[config.mk]
export PLATFORM = sky130hd
export DESIGN_NAME = bp_be_issue_queue
export DESIGN_NICKNAME = d
export VERILOG_FILES = /design/src/rtl/bp_be_issue_queue.sv
export SDC_FILE = /design/constraint.sdc
export NUM_CORES = 1
export LEC_CHECK = 0
export ABC_AREA = 1
export CORE_AREA = 2 2 275 277
export CTS_BUF_LIST = sky130_fd_sc_hd__clkbuf_4 sky130_fd_sc_hd__clkbuf_8
export DETAILED_ROUTE_END_ITERATION = 8
export DIE_AREA = 0 0 277 279
export GPL_ROUTABILITY_DRIVEN = 1
export GPL_TIMING_DRIVEN = 0
export PLACE_DENSITY = 0.78
export SYNTH_ARGS = -nofsm -noshare
export SYNTH_HDL_FRONTEND = slang
export SYNTH_SLANG_ARGS = --single-unit
[constraint.sdc]
create_clock -name clk_i -period 8.1 [get_ports clk_i]
set_clock_uncertainty 0.15 [all_clocks]
set_input_delay 0.81 -clock clk_i [delete_from_list [all_inputs] [get_ports clk_i]]
set_output_delay 0.81 -clock clk_i [all_outputs]
set_load 0.02 [all_outputs]
[src/rtl/bp_be_issue_queue.sv]
// Speculative issue buffer: circular buffer with write, speculative-issue and commit pointers.
// Optional same-cycle enqueue-to-issue bypass under BP_BE_ISSUE_QUEUE_BYPASS_EN.
module bp_be_issue_queue #(
  parameter int  els_p        = 8,
  parameter int  data_width_p = 128,
  localparam int ptr_width_lp = $clog2(els_p) + 1
) (
  input  logic                    clk_i,
  input  logic                    reset_n_i,
  input  logic                    enq_v_i,
  input  logic [data_width_p-1:0] enq_data_i,
  output logic                    enq_ready_o,
  output logic                    issue_v_o,
  output logic [data_width_p-1:0] issue_data_o,
  input  logic                    issue_yumi_i,
  input  logic                    cmt_v_i,
  input  logic                    roll_v_i,
  input  logic                    clr_v_i,
  output logic [ptr_width_lp-1:0] issued_cnt_o,
  output logic [ptr_width_lp-1:0] total_cnt_o
);

  localparam int                    idx_width_lp = $clog2(els_p);
  localparam logic [ptr_width_lp-1:0] one_lp     = ptr_width_lp'(1);
  localparam logic [ptr_width_lp-1:0] els_lp     = ptr_width_lp'(els_p);

  logic [data_width_p-1:0] mem_q [els_p];
  logic [ptr_width_lp-1:0] wptr_q, wptr_d;
  logic [ptr_width_lp-1:0] rptr_q, rptr_d;
  logic [ptr_width_lp-1:0] cptr_q, cptr_d;

  logic full, issue_empty, enq_fire, issue_fire, cmt_fire;

  assign total_cnt_o  = wptr_q - cptr_q;
  assign issued_cnt_o = rptr_q - cptr_q;
  assign full         = (total_cnt_o == els_lp);
  assign issue_empty  = (rptr_q == wptr_q);
  assign enq_ready_o  = ~full;

`ifdef BP_BE_ISSUE_QUEUE_BYPASS_EN
  logic bypass_v;
  assign bypass_v     = issue_empty & enq_v_i & enq_ready_o;
  assign issue_v_o    = ~issue_empty | bypass_v;
  assign issue_data_o = bypass_v ? enq_data_i : mem_q[rptr_q[idx_width_lp-1:0]];
`else
  assign issue_v_o    = ~issue_empty;
  assign issue_data_o = mem_q[rptr_q[idx_width_lp-1:0]];
`endif

  assign enq_fire   = enq_v_i & enq_ready_o & ~clr_v_i;
  assign issue_fire = issue_yumi_i & issue_v_o & ~roll_v_i & ~clr_v_i;
  assign cmt_fire   = cmt_v_i & (cptr_q != rptr_q) & ~clr_v_i;

  always_comb begin
    wptr_d = wptr_q;
    rptr_d = rptr_q;
    cptr_d = cptr_q;
    if (clr_v_i) begin
      wptr_d = '0;
      rptr_d = '0;
      cptr_d = '0;
    end else begin
      if (enq_fire) wptr_d = wptr_q + one_lp;
      if (cmt_fire) cptr_d = cptr_q + one_lp;
      // Rollback targets the post-commit pointer so a same-cycle retire is not replayed.
      if (roll_v_i)        rptr_d = cptr_d;
      else if (issue_fire) rptr_d = rptr_q + one_lp;
    end
  end

  always_ff @(posedge clk_i or negedge reset_n_i) begin
    if (!reset_n_i) begin
      wptr_q <= '0;
      rptr_q <= '0;
      cptr_q <= '0;
    end else begin
      wptr_q <= wptr_d;
      rptr_q <= rptr_d;
      cptr_q <= cptr_d;
    end
  end

  always_ff @(posedge clk_i) begin
    if (enq_fire) mem_q[wptr_q[idx_width_lp-1:0]] <= enq_data_i;
  end

`ifndef SYNTHESIS
  yumi_valid_a: assert property (@(posedge clk_i) disable iff (!reset_n_i)
    issue_yumi_i |-> issue_v_o);
  cmt_valid_a: assert property (@(posedge clk_i) disable iff (!reset_n_i)
    cmt_v_i |-> (cptr_q != rptr_q));
  ptr_order_a: assert property (@(posedge clk_i) disable iff (!reset_n_i)
    (issued_cnt_o <= total_cnt_o) && (total_cnt_o <= els_lp));
`endif

endmodule

==> run summary <==
Final Setup Violations: 0
Placed Area: 45,400 µm²
Nets: 3,803
Cells after DPL: 4,465
Vias in the first global route: 26,100
Clock sink total: 1,036
Critical path's slowest cell: clkdlybuf4s50_1
Worst skew pair latency: 0.81 ns
Die height: 279 µm
Most frequent cells in the layout: edfxtp_1, nor2_1, nand2_1
NetSw: 0.00382 W
Syn nets: 3,334
Routed len/inst: 21.7 µm
Place WS: 3.59 ns
Static Leak: 16.7 nW
DRC errors left: 0
Post-CTS setup buffers: 0
Worst-margin pin slew: 1.08 ns
Share of cells above drive strength 1: 10.6%
Die X: 277 µm
Clk slew on worst S/H paths: 0.07 ns
Combinational Power Share: 20.6%
RSZ-0062 raised after global routing: false
Post-layout min period: 5.26 ns
First-pass GRT wire length: 153,000 µm
Worst path top cell family by delay: buffers and inverters
Max incr delay on CP: 0.71 ns
CTS tree: done
Met1 usage: 35.5%
FP Rows: 100
Routed vias: 27,100
Initial Utilization: 54.8%
Post-DP HPWL: 66,500 µm
Register bit total from synthesis: 1,036
GR Util met2: 42.9%
Synth Area per Inst: 12.7 µm²
Root Buffer: clkbuf_8
Crit share post-route: 64.9%
Hold Fails Final Rpt: 0
Synthesized netlist cell count: 3,188
Clock share of power: 32.8%
Sequential Power Share: 46.6%
Area growth from synthesis to layout: 19.6%
Commonest non-fill, non-tap cell in the layout: edfxtp_1
Sw Share: 29.0%
WL final: 104,000 µm
Max_cap viols: 0
CP startpoint kind: flop
GRT overflow: 0
Max Fanout on Critical Path: 10
DIE AREA: 77,300 µm²
Hold Path Class: primary input to asynchronous set/reset pin
CP arrival: 4.30 ns
CTS buffer count: 159
Synth unique cells: 25
Critical path depth: 6
Yosys synthesis warning count: 0
Run status: completed
Slew HR: 28.2%
Largest net degree at the start of global routing: 33
Final Non-Filler Cells: 4,762
IO Pins: 273
Initial antenna violation count: 10
Post-Synthesis Cell Area: 40,600 µm²
Reg2Reg Setup Slack: 3.71 ns
Worst path cell trace: inv_2 > buf_2 > clkbuf_1 > o21ai_0 > a31oi_1 > clkdlybuf4s50_1
Core area: 74,100 µm²
Final Cell Area: 48,600 µm²
Pins Over Slew Limit: 0
Crit end category: output port
First DRT Iteration DRCs: 2,934
Antenna viol nets, final: 0
Pre-antenna DRT Iters: 6
CTS H-Tree Depth: 4
Peak VDD IR: 0.000156 V
Cts hold-fix bufs: 0
Port bufs: 272
Grt peak-use layer: met2
Met3 Resource Use GR: 5.33%
Setup ws final: 2.84 ns
WP buf/inv: 4
Gpl congestion: 0.827
GRT Util Overall: 26.5%
WP data required: 7.14 ns
Filler cells: 5,113
FMAX: 190 MHz
Resized cells post-CTS: 0
Worst Reg-to-Reg Cells: 12
Internal Power: 0.00934 W
Clk buf depth: 3
Setup CP Type: flop to output port
Sequential fraction of the synthesis area: 76.4%
Post-DR vias/cell: 5.69
PD cells: 271 nW/µm²
==> per-layer routing <==
layer / up-vias / share of wire [%]
li1: 12500 / -
met1: 13000 / 39
met2: 1415 / 49
met3: 202 / 9.5
met4: 10 / 2.8
met5: - / 0.052
==> synthesized netlist by cell type, drive strengths merged <==
| master | number | share of area [%] |
|---|---|---|
| or2 | 1 | 0.015 |
| xnor2 | 2 | 0.043 |
| nand3 | 25 | 0.31 |
| buf | 101 | 1.3 |
| clkbuf | 100 | 0.92 |
| edfxtp | 1024 | 76 |
| dfrtp | 12 | 0.74 |
| o21ai | 515 | 6.3 |
| a31oi | 128 | 2.0 |
| nand2 | 439 | 4.1 |
| nand4 | 5 | 0.077 |
| nand3b | 1 | 0.018 |
| a21oi | 133 | 1.6 |
| fa | 2 | 0.099 |
| xor2 | 4 | 0.086 |
| nor2 | 660 | 6.1 |
| and2 | 1 | 0.015 |
| ha | 9 | 0.28 |
| inv | 26 | 0.24 |
==> path summary, 6_finish.rpt <==
| check | from | end |
|---|---|---|
| worst max-delay path | rptr_q[0]$_DFFE_PN0P_ | issue_data_o[3] |
| worst min-delay path | reset_n_i | cptr_q[2]$_DFF_PN0_ |
| worst max register to register | wptr_q[0]$_DFFE_PN0P_ | mem_q[3][73]$_DFFE_PP_ |
| worst min register to register | wptr_q[3]$_DFFE_PN0P_ | wptr_q[3]$_DFFE_PN0P_ |
| max in group asynchronous | reset_n_i | wptr_q[0]$_DFFE_PN0P_ |
| min in group clk_i | wptr_q[3]$_DFFE_PN0P_ | wptr_q[3]$_DFFE_PN0P_ |
==> through the flow <==
step / hold slack [ns] / TNS (ns) / power [W] / util, %
4_1_cts: 0.186 / 0 / 0.0132 / 65.5
3_5_place_dp: 0.437 / 0 / 0.00893 / 61.3
2_1_floorplan: 0.364 / -143.74 / 0.00769 / -
3_3_place_gp: 0.431 / -4201.25 / 0.00890 / 60.2
5_1_grt: 0.231 / 0 / 0.0136 / 65.6
6_report: 0.230 / 0 / 0.0132 / 65.6
==> layout make-up <==
class	instances	area (µm²)	area share (%)
repair buffers	308	3470	7.15
multi-input cells	1925	8610	17.7
plain buffers	201	925	1.90
inverters	26	97.6	0.201
clock inverters	67	498	1.03
flip-flops and latches	1036	31000	63.9
clock buffers	220	2680	5.51
diodes	10	25.0	0.0515
well taps	969	1210	2.50
==> state kept, by name (all words and copies together), names as in the netlist <==
| signal | count |
|---|---|
| cptr_q | 4 |
| mem_q | 1024 |
| rptr_q | 4 |
| wptr_q | 4 |
==> cells by family after synthesis <==
family	count (synthesis)	synth area share, %
simple gates	1132	10.6
flops	1036	76.4
compound gates	776	9.95
buf+inv	227	2.51
fa+ha+maj	11	0.376
xor+xnor	6	0.129
==> power groups by stage <==
| stage | logic, W | registers (W) | clock network, W |
|---|---|---|---|
| detailed placement | 0.00269 | 0.00624 | 0 |
| floorplan | 0.00141 | 0.00628 | 0 |
| global route | 0.00291 | 0.00615 | 0.00456 |
| CTS | 0.00270 | 0.00613 | 0.00435 |
| global placement | 0.00259 | 0.00631 | 0 |
| finish | 0.00271 | 0.00613 | 0.00432 |
==> worst reg2reg max path, cell delays in order, from the launching register on <==
cell,delay (ns)
dfrtp_1,0.48
inv_1,0.19
ha_1,0.17
inv_1,0.06
fa_1,0.50
or2_2,0.11
nor2_1,0.03
nand3_1,0.24
nand3_1,0.45
nor2_4,0.84
buf_12,0.31
buf_12,0.24
buf_12,0.26
No activity file was read; power rests on OpenSTA's default activity.
